File: src/rtl/serial_arith_pkg.sv
// Shared definitions for the serial arithmetic blocks: FSM state encodings
// and the ceiling-log2 helper used to size bit counters.
package serial_arith_pkg;

  typedef enum logic [1:0] {
    ST_IDLE = 2'd0,
    ST_RUN  = 2'd1,
    ST_DONE = 2'd2
  } state_t;

  // Smallest r such that 2**r >= n (returns 0 for n <= 1).
  function automatic int clog2(input int n);
    int r;
    r = 0;
    for (int i = 0; i < 31; i++) begin
      if ((1 << i) < n) r = i + 1;
    end
    return r;
  endfunction

endpackage

File: src/rtl/bit_serial_adder_full_adder.sv
// One-bit full adder cell; the only arithmetic in the serial adder.
module FullAdder (
  input  logic a,
  input  logic b,
  input  logic cin,
  output logic sum,
  output logic cout
);

  assign sum  = a ^ b ^ cin;
  assign cout = (a & b) | (cin & (a ^ b));

endmodule

File: src/rtl/bit_serial_adder.sv
// Bit-serial WIDTH-bit adder: operands are shifted LSB-first through a single
// FullAdder cell, with the cell carry registered and fed back each cycle.
// Valid/ready on both sides; one add every WIDTH+2 cycles at best.
// Optional macro BIT_SERIAL_ADDER_OVF_EN adds a registered signed-overflow
// output (carry into MSB xor carry out), valid together with out_valid.
module bit_serial_adder
  import serial_arith_pkg::*;
#(
  parameter int WIDTH = 8
) (
  input  logic             clk,
  input  logic             rst,
  input  logic             in_valid,
  output logic             in_ready,
  input  logic [WIDTH-1:0] a,
  input  logic [WIDTH-1:0] b,
  input  logic             cin,
  output logic             out_valid,
  input  logic             out_ready,
  output logic [WIDTH-1:0] sum,
`ifdef BIT_SERIAL_ADDER_OVF_EN
  output logic             ovf,
`endif
  output logic             cout
);

  localparam int CNT_RAW = clog2(WIDTH);
  localparam int CNT_W   = (CNT_RAW < 1) ? 1 : CNT_RAW;
  localparam logic [CNT_W-1:0] LAST_BIT = CNT_W'(WIDTH - 1);

  state_t           state;
  logic [CNT_W-1:0] cnt;
  logic             carry;
  logic [WIDTH-1:0] a_sh;
  logic [WIDTH-1:0] b_sh;
  logic [WIDTH-1:0] sum_sh;
  logic             cout_q;
  logic             fa_sum;
  logic             fa_cout;
  logic             accept;
`ifdef BIT_SERIAL_ADDER_OVF_EN
  logic             ovf_q;
`endif

  assign accept = in_valid & in_ready;

  FullAdder u_fa (
    .a    (a_sh[0]),
    .b    (b_sh[0]),
    .cin  (carry),
    .sum  (fa_sum),
    .cout (fa_cout)
  );

  // Operand shift registers: loaded on accept, shifted right while running.
  // Pure data, so no reset; their contents are only consumed in RUN.
  always_ff @(posedge clk) begin
    if (state == ST_IDLE && accept) begin
      a_sh <= a;
      b_sh <= b;
    end else if (state == ST_RUN) begin
      a_sh <= {1'b0, a_sh[WIDTH-1:1]};
      b_sh <= {1'b0, b_sh[WIDTH-1:1]};
    end
  end

  // Control FSM with carry flop, bit counter, sum shift register and
  // registered handshake/result outputs. The state change on the last bit
  // stops the counter, so it never needs to wrap.
  always_ff @(posedge clk) begin
    if (rst) begin
      state     <= ST_IDLE;
      in_ready  <= 1'b1;
      out_valid <= 1'b0;
      sum_sh    <= '0;
      cout_q    <= 1'b0;
      cnt       <= '0;
      carry     <= 1'b0;
`ifdef BIT_SERIAL_ADDER_OVF_EN
      ovf_q     <= 1'b0;
`endif
    end else begin
      case (state)
        ST_IDLE: begin
          if (accept) begin
            carry    <= cin;
            cnt      <= '0;
            in_ready <= 1'b0;
            state    <= ST_RUN;
          end
        end
        ST_RUN: begin
          sum_sh <= {fa_sum, sum_sh[WIDTH-1:1]};
          carry  <= fa_cout;
          if (cnt == LAST_BIT) begin
            // carry currently holds the carry into the MSB position.
            cout_q    <= fa_cout;
`ifdef BIT_SERIAL_ADDER_OVF_EN
            ovf_q     <= carry ^ fa_cout;
`endif
            out_valid <= 1'b1;
            state     <= ST_DONE;
          end else begin
            cnt <= cnt + 1'b1;
          end
        end
        ST_DONE: begin
          if (out_ready) begin
            out_valid <= 1'b0;
            in_ready  <= 1'b1;
            state     <= ST_IDLE;
          end
        end
        default: begin
          out_valid <= 1'b0;
          in_ready  <= 1'b1;
          state     <= ST_IDLE;
        end
      endcase
    end
  end

  assign sum  = sum_sh;
  assign cout = cout_q;
`ifdef BIT_SERIAL_ADDER_OVF_EN
  assign ovf  = ovf_q;
`endif

endmodule

File: config.mk
export PLATFORM = sky130hd
export DESIGN_NAME = bit_serial_adder
export DESIGN_NICKNAME = d
export VERILOG_FILES = /design/src/rtl/serial_arith_pkg.sv /design/src/rtl/bit_serial_adder_full_adder.sv /design/src/rtl/bit_serial_adder.sv
export SDC_FILE = /design/constraint.sdc
export NUM_CORES = 1
export LEC_CHECK = 0
export ABC_AREA = 1
export BUFFER_PORTS_ARGS = -buffer_cell sky130_fd_sc_hd__buf_2
export CAP_MARGIN = 30
export CORE_UTILIZATION = 47
export CTS_CLUSTER_SIZE = 10
export DETAILED_ROUTE_END_ITERATION = 12
export PLACE_DENSITY = 0.74
export SLEW_MARGIN = 40
export SYNTH_ARGS = -nofsm -noshare
export SYNTH_HDL_FRONTEND = slang
export SYNTH_SLANG_ARGS = --single-unit
File: constraint.sdc
create_clock -name clk -period 1.9 [get_ports clk]
set_input_delay 0.38 -clock clk [delete_from_list [all_inputs] [get_ports clk]]
set_output_delay 0.38 -clock clk [all_outputs]
set_load 0.03 [all_outputs]
==> run summary, run 1 <==
Cells fill 58.2% of the core in the end. The die is 56.5 µm wide. The number of buffers inserted during clock tree synthesis is 5, and the half-perimeter wire length of the detailed placement result is 1830 µm. The number of port buffers is 31. The largest area contributor in the synthesized netlist was edfxtp_1.

The power density relative to cell area was 938 mW/mm²; the first-pass GRT wire length was 4170 µm. The Yosys step of the flow raised 0 warnings. For the total vias in the final route, the log shows 1,136. The setup path with the least slack is of type reg -> reg. The flip-flop and latch count after synthesis came out at 33. The detail-routed net length per standard cell was 11.3 µm. The floorplan step set the die height to 56.5 µm. Counting every instance in the synthesized netlist gives 161. The initial utilization of the core area, before any placement, comes to 50.2%. In this run the mean area of a mapped cell was 8.67 µm². The pin count of the biggest net entering global routing is 20, and the clock-pin transition on the worst setup and hold timing paths is 0.10 ns.

Data arrives at the worst endpoint at 1.72 ns. Counting flops with a built-in enable in the synthesized netlist gives 16. The leftover overflow at the end of global routing is 0, and the final critical delay including setup and external delays is 1.45 ns. The clock passes through at most 2 buffers. The area growth from synthesis to layout works out to 16.0%.

The cell area that synthesis handed to floorplanning was 0.00140 mm². CTS built an H-tree with a depth of 2. Final routed DRC violation total: 0. The register area share after synthesis is 58.8%, and the max-slew violation total from the final report is 0.

Of all flip-flops after synthesis, the portion carrying an async set or reset was 0%. The tool flagged a number of max-cap violations equal to 0. The run gives 0 as the post-cts resize count. The synthesized netlist net count is 185. Routability congestion estimate from global placement: 0.782. The flow ran to the end, and the final reports show no timing, DRC or antenna violations. Setup slack closes at 0.452 ns. The die area is 0.00319 mm². STA classifies the critical path endpoint as a flip-flop. The post-route netlist has 22.8% of its cells at a drive strength greater than 1. The logs give 4 for the number of iterations in the first detailed-routing pass and 0.00278 mm² for the core outline area.

Setup repair after global routing left no endpoint under its margin. At the end of the flow, the number of nets in the layout was 220. TritonCTS built the clock tree. Wires add up to 2580 µm. For this design the top-level I/O count stands at 32. Across the VDD grid, the largest voltage drop is 0.675 mV. The clock reaches the later pin of the worst-skew pair after 0.32 ns. The tree is rooted in a clkbuf_4. Timing would allow up to 691 MHz.

The transition time at the pin with the least slew margin works out to 0.276 ns. The number of antenna violations at the first check in global routing is 0, and the number of clock sinks is 33. For this run, the total global-route usage over all layers was measured as 17.4%. The run gives 0 as the count of antenna-violating nets left after detailed routing.

Top-area cell type share of the netlist area: 34.4%. The number of cells on the worst reg-to-reg path is 7. Along the worst hold path, the cell count comes to 2.

In this run the post-CTS setup repair buffer count came out at 0. Most used flip-flop cell after synthesis: dfxtp_1. Summed over all cells, the static leakage comes to 0.000797 µW. Setup violations remaining at the end of the flow were counted as 0.

The worst pin sits at a relative slew slack of 81.6%. The worst path uses 76.2% of the clock period. For the number of global-route vias before repair, the log shows 1,011.

Element type at the critical path start: a flip-flop. The tools report the number of hold violations in the final report as 0. The detailed router's first-iteration violation count is 53, and the detail-routed via count per cell is 4.98. Ranked by total cell area, the synthesized netlist is headed by edfxtp_1 34%, dfxtp_1 24%, nand2_1 16%. The setup clock skew after layout is 0.00846 ns, and the count of filler cells inserted in the layout is 257.

The antenna diode instance count came out at 0. The endpoint required time on the critical path was 2.17 ns. The maximum net fanout on the critical path is 4, and the number of buffers inserted by hold repair at cts is 0.

Class of the most critical hold timing path: in -> reg. The initialized floorplan defines 19 standard-cell rows. Adding up every negative setup slack in the final design gives 0 ns. After synthesis, the netlist uses 18 different library cells.

Prior to clock tree synthesis, the placed netlist has a worst setup slack of 0.484 ns.
==> routing by layer <==
metal	wire (µm)	share of wire [%]	GRT usage [%]
met1	1100	43	19.8
met5	0	0	0
met2	1310	51	28.7
met3	134	5.2	6.91
met4	38	1.5	8.01
==> final timing paths <==
check | startpoint | to | slack, ns
worst max-delay path | cnt[0] | cnt[2] | 0.45
worst min-delay path | rst | carry | 0.31
worst max register to register | cnt[0] | cnt[2] | 0.45
worst min register to register | out_valid | out_valid | 0.45
==> sequential cells by signal (all words and copies together), names as in the netlist <==
signal,flops
a_sh,8
b_sh,8
sum,8
cnt,3
state,2
carry,1
cout,1
in_ready,1
out_valid,1
==> critical path, cell delays in order (launching register included) <==
cell and delay [ns]:
dfxtp_1 0.33, ha_1 0.20, ha_1 0.22, a21oi_1 0.25
nand2_1 0.16, nand2_1 0.10, nand2_1 0.05, nor2_1 0.08
==> synth_stat cells, types with 2 or more instances <==
| library cell | instances |
|---|---|
| a21oi_1 | 6 |
| buf_6 | 2 |
| dfxtp_1 | 17 |
| edfxtp_1 | 16 |
| ha_1 | 2 |
| inv_1 | 10 |
| inv_2 | 2 |
| nand2_1 | 59 |
| nand3_1 | 8 |
| nor2_1 | 24 |
| o21ai_0 | 8 |
==> final cells by class <==
| class | count | area (µm²) | area share (%) |
|---|---|---|---|
| Inverter | 12 | 45.0 | 2.78 |
| Timing Repair Buffer | 32 | 163 | 10.1 |
| Clock buffer | 6 | 41.3 | 2.55 |
| Sequential cell | 33 | 821 | 50.7 |
| Multi-Input combinational cell | 112 | 499 | 30.9 |
| Clock inverter | 2 | 10.0 | 0.619 |
| Tap cell | 31 | 38.8 | 2.40 |
==> cells by family (layout without fill, tap and decap cells) <==
logic type,after synthesis,in the layout,share of synthesized area (%)
simple gates,94,94,26.9
flops,33,33,58.8
buf+inv,16,52,5.65
compound gates,15,15,5.38
fa+ha+maj,3,3,3.23
==> per-stage QoR <==
step	cell area, µm²	hold WS, ns	std cells	power, µW
floorplan	1400	0.449	161	1090
global placement	1570	0.433	220	1150
detailed placement	1570	0.441	220	1170
CTS	1620	0.290	228	1530
global route	1620	0.291	228	1600
finish	1620	0.306	228	1520
==> cell usage in the layout (no fill, tap or decap), types with 5 or more instances in the layout <==
cell type  netlist  final
a21oi_1          6      5
inv_1           10     10
nor2_1          24     24
nand3_1          8      8
clkbuf_4         0      5
buf_2            0     31
edfxtp_1        16     16
o21ai_0          8      8
nand2_1         59     59
dfxtp_1         17     17
==> where the power goes <==
group          internal (µW)  switching, µW  total, µW
clock                    141            226        367
sequential               848           37.5        885
combinational           92.1            173        265
total                   1080            437       1520
(Power assumes the default switching activity.)
==> run 2: changes to the inputs <==
clock period = 1.2 ns   (was 1.9 ns; I/O delays follow)
==> run 2 against run 1 <==
Critical path depth shrank 4; combinational power grew 84%; flip-flop and latch count is the same; maximum frequency grew 22%; largest power group unchanged; sequential power grew 59%; critical endpoint is now sum[7]; cell count grew 3.5%; design area grew 9.9%; highest routed layer unchanged; register-to-register slack lost 0.43 ns; worst setup slack lost 0.43 ns; via count grew 0.44%.
==> run summary, run 2 (synthesis gave the netlist of run 1 again) <==
The run gives 45 as the detailed router's first-iteration violation count. In this run the post-CTS setup repair buffer count came out at 0. The logs give 19.1% for the share of total power in combinational logic and 1,034 for the number of global-route vias before repair. The maximum net fanout on the critical path is 1, and the maximum vdd ir drop is 0.973 mV. Data on the critical path arrives at its endpoint at 1.46 ns. The worst setup path is of the reg -> reg kind. The total overflow left after global routing is 0. On the critical path the largest part of the delay comes from adder cells.

Summed over all layers, the routed wires come to 2610 µm. The design draws 2550 µW. The endpoint required time on the critical path is 1.48 ns. Setup repair after global routing could not meet its margin everywhere. The wire-length estimate of the detail-placed layout is 1890 µm. The max-slew headroom at the worst pin came out at 81.0%.

TritonCTS built the clock tree. For the setup violation total in the final timing report, the log shows 0. The core outline area was 0.00278 mm². The tools report the setup clock skew after layout as 0.00912 ns.

Static timing analysis puts the maximum clock frequency at 846 MHz. The clock passes through at most 2 buffers. The flow ran to the end, and the final reports show no timing, DRC or antenna violations. Part of the total power dissipated in sequential elements: 55.2%. The multi-input combinational cells in the finished layout cover a total of 556 µm². The tools report the number of clock sinks as 33. Global routing used 17.7% of the available tracks across all layers. In the routed design, unresolved DRC markers number 0. The H-tree generated during clock tree synthesis spans 2 levels.

The CTS root buffer is clkbuf_4. Measured along the y axis, the die boundary spans 56.5 µm. Power density relative to cell area: 1430 mW/mm².

The internal power of the cells totals 1830 µW. The number of hold violations in the final report came out at 0. For the pin with the worst max-slew slack, the measured transition is 0.284 ns.

The first detailed-routing pass ran for 4 iterations. In this run the remaining antenna-violating nets after routing total 0. The die area is 0.00319 mm², and the total area of sequential cells is 830 µm². The run gives 228 as the number of nets in the layout.

Element type at the critical path start: a flip-flop. Max-cap violations in this run came to 0. Of the available clock period, the critical path in the final layout requires 98.5%. The worst stage delay on the critical path is 0.54 ns, and the number of buffers inserted by hold repair at cts is 0. The max-slew violation total from the final report came out at 0. The worst hold path belongs to the class in -> reg. In the routed layout, each cell is associated on average with a via count of 4.83. In the post-route analysis, the smallest setup slack over all paths is 0.0175 ns. At the later pin of the worst-skew pair, clock insertion delay measures 0.35 ns. The initialized floorplan defines 19 standard-cell rows.

Compared with the post-synthesis result, the final layout area differs by 27.4%. Across all hold checks on the routed design, the worst slack comes to 0.142 ns. OpenSTA, run right after detailed placement, puts the worst setup slack at -0.0492 ns. The run gives 236 as the count of filler cells inserted in the layout. The top cell types in the final layout, fill and taps aside, are 57 x nand2_1, 31 x buf_2, 24 x nor2_1, 16 x edfxtp_1, 12 x dfxtp_1. 32 I/O pins were placed.

After detailed placement, the design holds a cell count of 228. For this design, the slowest cell found on the critical path is fa_2. The net switching fraction of the power was 28.1%; the number of antenna violations at the first check in global routing was 0. Buffers inserted during clock tree synthesis total 5.

In this run the power spent charging and discharging nets is 718 µW. Entering global routing, the biggest net connects 15 pins. For this configuration, the core starts out at a cell density of 50.2%.

The clock-pin transition on the worst setup and hold timing paths was 0.09 ns; the antenna diode instance count was 0. The setup check on the worst reg-to-reg path leaves a slack of 0.02 ns. The die boundary width is 56.5 µm, and the share of post-route cells with drive strength above 1 is 30.7%.

For the total vias in the final route, the log shows 1,141. Routability congestion estimate from global placement: 0.823. The final critical delay including setup and external delays was 1.18 ns. Walking the worst path, the cells encountered are fa_2 > o21ai_1 > nor2_1.

STA classifies the critical path endpoint as a flip-flop. Leaving out filler cells and counting taps, the final layout contains 236. Most common cell after layout, fill and taps aside: nand2_1.

The final non-filler cell area came out at 0.00178 mm². The logs give 4150 µm for the first-pass GRT wire length and 0.000848 µW for the leakage power. The buffering stage count on the worst path with inverters included is 0, and the number of port buffers is 31.

The standard cell area after detailed placement is 0.00168 mm², and the detail-routed net length per standard cell is 11.1 µm. Per report_power, the clock group accounts for 25.6% of the total.
## run 2: layout make-up
cell class | count | area share [%]
timing repair buffer | 40 | 13.9
sequential | 33 | 46.7
clock buffer | 8 | 3.31
inverter | 12 | 2.67
multi-input combinational | 112 | 31.2
tap | 31 | 2.18
## run 2: through the flow
step	setup TNS, ns	utilization, %
final	0	63.9
after global routing	-0.155	63.9
after CTS	0	63.3
after detailed placement	-0.130	60.2
after global placement	0	60.2
after floorplan	-0.0153	-
## run 2: worst paths after layout
path	depth (start not counted)	to	from
setup / recovery	3	sum[7]	a_sh[0]
hold reg to reg	2	out_valid	out_valid
setup reg to reg	3	sum[7]	a_sh[0]
hold / removal	2	cnt[1]	rst
## run 2: power by group through the flow
| stage | logic, µW | registers, µW | clock network (µW) |
|---|---|---|---|
| after floorplan | 263 | 1470 | 0 |
| final | 488 | 1410 | 654 |
| after CTS | 484 | 1410 | 668 |
| after detailed placement | 477 | 1430 | 0 |
| after global placement | 463 | 1420 | 0 |
| after global routing | 553 | 1430 | 704 |
## run 2: repair_timing
| action | 4_1_cts | 5_1_grt |
|---|---|---|
| pin swaps | 3 | 7 |
| resized for setup | 6 | 6 |
| gates cloned | 0 | 0 |
| setup endpoints to repair | 3 | 17 |
## run 2: metal layers
layer	vias up	GRT usage [%]	routed length, µm
li1	598	-	-
met1	505	18.9	1090
met2	29	29.4	1280
met3	9	4.84	136
met4	0	13.2	115
met5	-	0	0
==> run 3: changes to the inputs <==
CORE_UTILIZATION = 49   (was 47)
CTS_BUF_LIST = sky130_fd_sc_hd__clkbuf_2 sky130_fd_sc_hd__clkbuf_4 sky130_fd_sc_hd__clkbuf_8   (was unset)
PLACE_DENSITY = 0.76   (was 0.74)
==> run 3 against run 2 <==
Wire length rose by 7.9%; clock-buffer cell count unchanged; design area grew 1.4%; register-to-register slack worse by 0.02 ns; maximum frequency down 1.3%; non-clock buffer count down 2; global-route usage up 1.8 points; worst setup slack lost 0.015 ns; sequential share of layout area shrank 0.72 points; via count increased by 3.3%; highest routed layer unchanged.
==> run summary, run 3 (synthesis gave the netlist of run 1 again) <==
The run gives 2820 µm as the routed wire length. With fillers left out, the area of the finished cells amounts to 0.00180 mm². The run gives 0.00166 mm² as the standard cell area after detailed placement.

In this run the horizontal extent of the chip is 55.4 µm. After detailed routing, the average wire length per cell comes to 12.1 µm. The first global-routing pass estimated 4620 µm of wire.

For this run, the top clock speed supported by timing is 835 MHz. The most common cell type on the critical path was ha_4. The clock reaches the later pin of the worst-skew pair after 0.32 ns. For the share of power burned in the clock network, the log shows 26.2%.

In this run switching power makes up 27.7% of total power. For this block, the via count after detailed routing is 1,179. Routability-driven placement finished with a final weighted congestion of 0.763.

STA classifies the critical path endpoint as a flip-flop. For this design, the CTS-stage hold fixing added 0 buffers. Of all nets on the critical path, the largest fanout is 4. The run finished with clean final reports. The number of hold violations in the final report came out at 0. After layout, the worst setup slack is 0.00234 ns. Of the available clock period, the critical path in the final layout requires 99.8%.

Measured on the finished design, the core utilization comes to 69.6%. Setup violations remaining at the end of the flow were counted as 0. From synthesis to final layout, the design area changed by 29.2%.

The run gives 2030 µm as the half-perimeter wire length of the detailed placement result. For the number of global-route vias before repair, the log shows 1,127. Walking the worst path, the cells encountered are ha_4 > ha_4 > a21oi_4 > nand2_4 > nor2_2 > nor2_1. The tools report the initial standard-cell utilization of the core as 53.9%. Highest-delay cell along the critical path: dfxtp_2. After floorplanning, the core was divided into 18 placement rows.

For the endpoint required time on the critical path, the log shows 1.42 ns. After detailed routing, the number of vias per cell comes to 5.06. Leaving out fill and tap cells, the most frequent cell in the layout is nand2_1.

The post-route non-filler standard cell count is 233, and the final critical delay including setup and external delays is 1.20 ns. The number of port buffers is 31. The tools report the element type at the critical path start as a flip-flop. In this run the deepest clock path goes through 2 buffers. The max-slew violation total from the final report came out at 0.

The maximum vdd ir drop was 1.10 mV; the leakage power was 0.000853 µW. In the layout the commonest cells are 53 x nand2_1, 31 x buf_2, 23 x nor2_1, 16 x edfxtp_1, 13 x dfxtp_1. At the pin with the least slew margin, the transition time is 0.290 ns. Across the run, the number of max-cap violations was 0. STA puts the critical path data arrival time at 1.42 ns. The run gives -0.0819 ns as the placement-stage worst setup slack. The die is 55.4 µm tall. The worst stage delay on the critical path was 0.35 ns. The class of the most critical hold timing path is in -> reg. The share of post-route cells with drive strength above 1 is 34.5%.

After filler insertion, the fill cell instance count of the layout stands at 197. CTS placed an instance of clkbuf_4 at the clock tree root. For the number of H-tree branching levels, the log shows 2. The share of total power in combinational logic was 19.6%. In the routed design, unresolved DRC markers number 0. The logs give 36 for the detailed router's first-iteration violation count and 32 for the number of top-level design ports. The number of antenna diodes in the final layout is 0.

The count of antenna-violating nets left after detailed routing is 0. Global routing consumed, over all layers together, 19.5% of the routing resources. Setup repair after global routing could not meet its margin everywhere.

The clock-pin transition on the worst setup and hold timing paths was 0.09 ns; the max-slew headroom at the worst pin was 80.6%. Summed over all layers, the global routing overflow is 0. Entering global routing, the biggest net connects 18 pins. The core outline area is 0.00259 mm², and the internal power contribution is 1880 µW. For this design the ratio of total power to cell area is 1440 mW/mm².

The number of nets in the layout was 226; the number of iterations in the first detailed-routing pass was 5. The aggregate negative setup slack is 0 ns. TritonCTS built the clock tree. By startpoint and endpoint, the worst setup path is classified as reg -> reg. Net switching component of the power: 722 µW.

Part of the total power dissipated in sequential elements: 54.2%. After detailed placement, the design holds a cell count of 225. The number of setup buffers added after CTS is 0.

The number of clock sinks came out at 33. The number of antenna violations at the first check in global routing was 0. The setup clock skew after layout was 0.00956 ns; the number of buffers inserted during clock tree synthesis was 5. The floorplan step defined a die boundary enclosing 0.00306 mm².
## run 3: metal layers
metal	share of wire, %	global-route usage [%]	vias up
met4	3.7	12.1	0
li1	-	-	594
met5	0	0	-
met2	52	32.4	40
met1	40	22.0	532
met3	4.2	5.39	13
## run 3: layout make-up
| type | count | area [µm²] | share of cell area, % |
|---|---|---|---|
| clock buffer | 8 | 66.3 | 3.68 |
| tap | 30 | 37.5 | 2.08 |
| multi-input combinational | 112 | 587 | 32.5 |
| inverter | 12 | 47.5 | 2.64 |
| timing repair buffer | 38 | 236 | 13.1 |
| sequential | 33 | 828 | 45.9 |
## run 3: through the flow
step	hold slack, ns	total power [µW]
floorplan	0.305	1740
global placement	0.427	1870
detailed placement	0.441	1900
CTS	0.166	2590
global route	0.170	2730
finish	0.169	2600
## run 3: critical path, delay by kind of cell, from the launching register on
kind                       cells  cell delay [ns]
DFF                            1             0.35
and+or+nand+nor                3             0.26
adders and majority gates      2             0.32
AOI/OAI and AO/OA              1             0.17
## run 3: final timing paths
| path | from | end | slack [ns] | depth (start not counted) |
|---|---|---|---|---|
| hold reg to reg | out_valid | out_valid | 0.45 | 2 |
| setup / recovery | cnt[0] | cnt[0] | 0.002 | 6 |
| setup reg to reg | cnt[0] | cnt[0] | 0.002 | 6 |
| hold / removal | rst | cout | 0.17 | 2 |
## run 3: timing repair
| action | 4_1_cts | 5_1_grt |
|---|---|---|
| gates resized for setup | 10 | 13 |
| pin swaps | 3 | 6 |
| setup endpoints to repair | 5 | 14 |
## run 3: power by group through the flow
stage | sequential (µW) | combinational (µW) | clock, µW
after floorplan | 1470 | 263 | 0
after global placement | 1420 | 448 | 0
after detailed placement | 1430 | 473 | 0
after CTS | 1410 | 490 | 695
after global routing | 1420 | 568 | 742
final | 1410 | 511 | 682
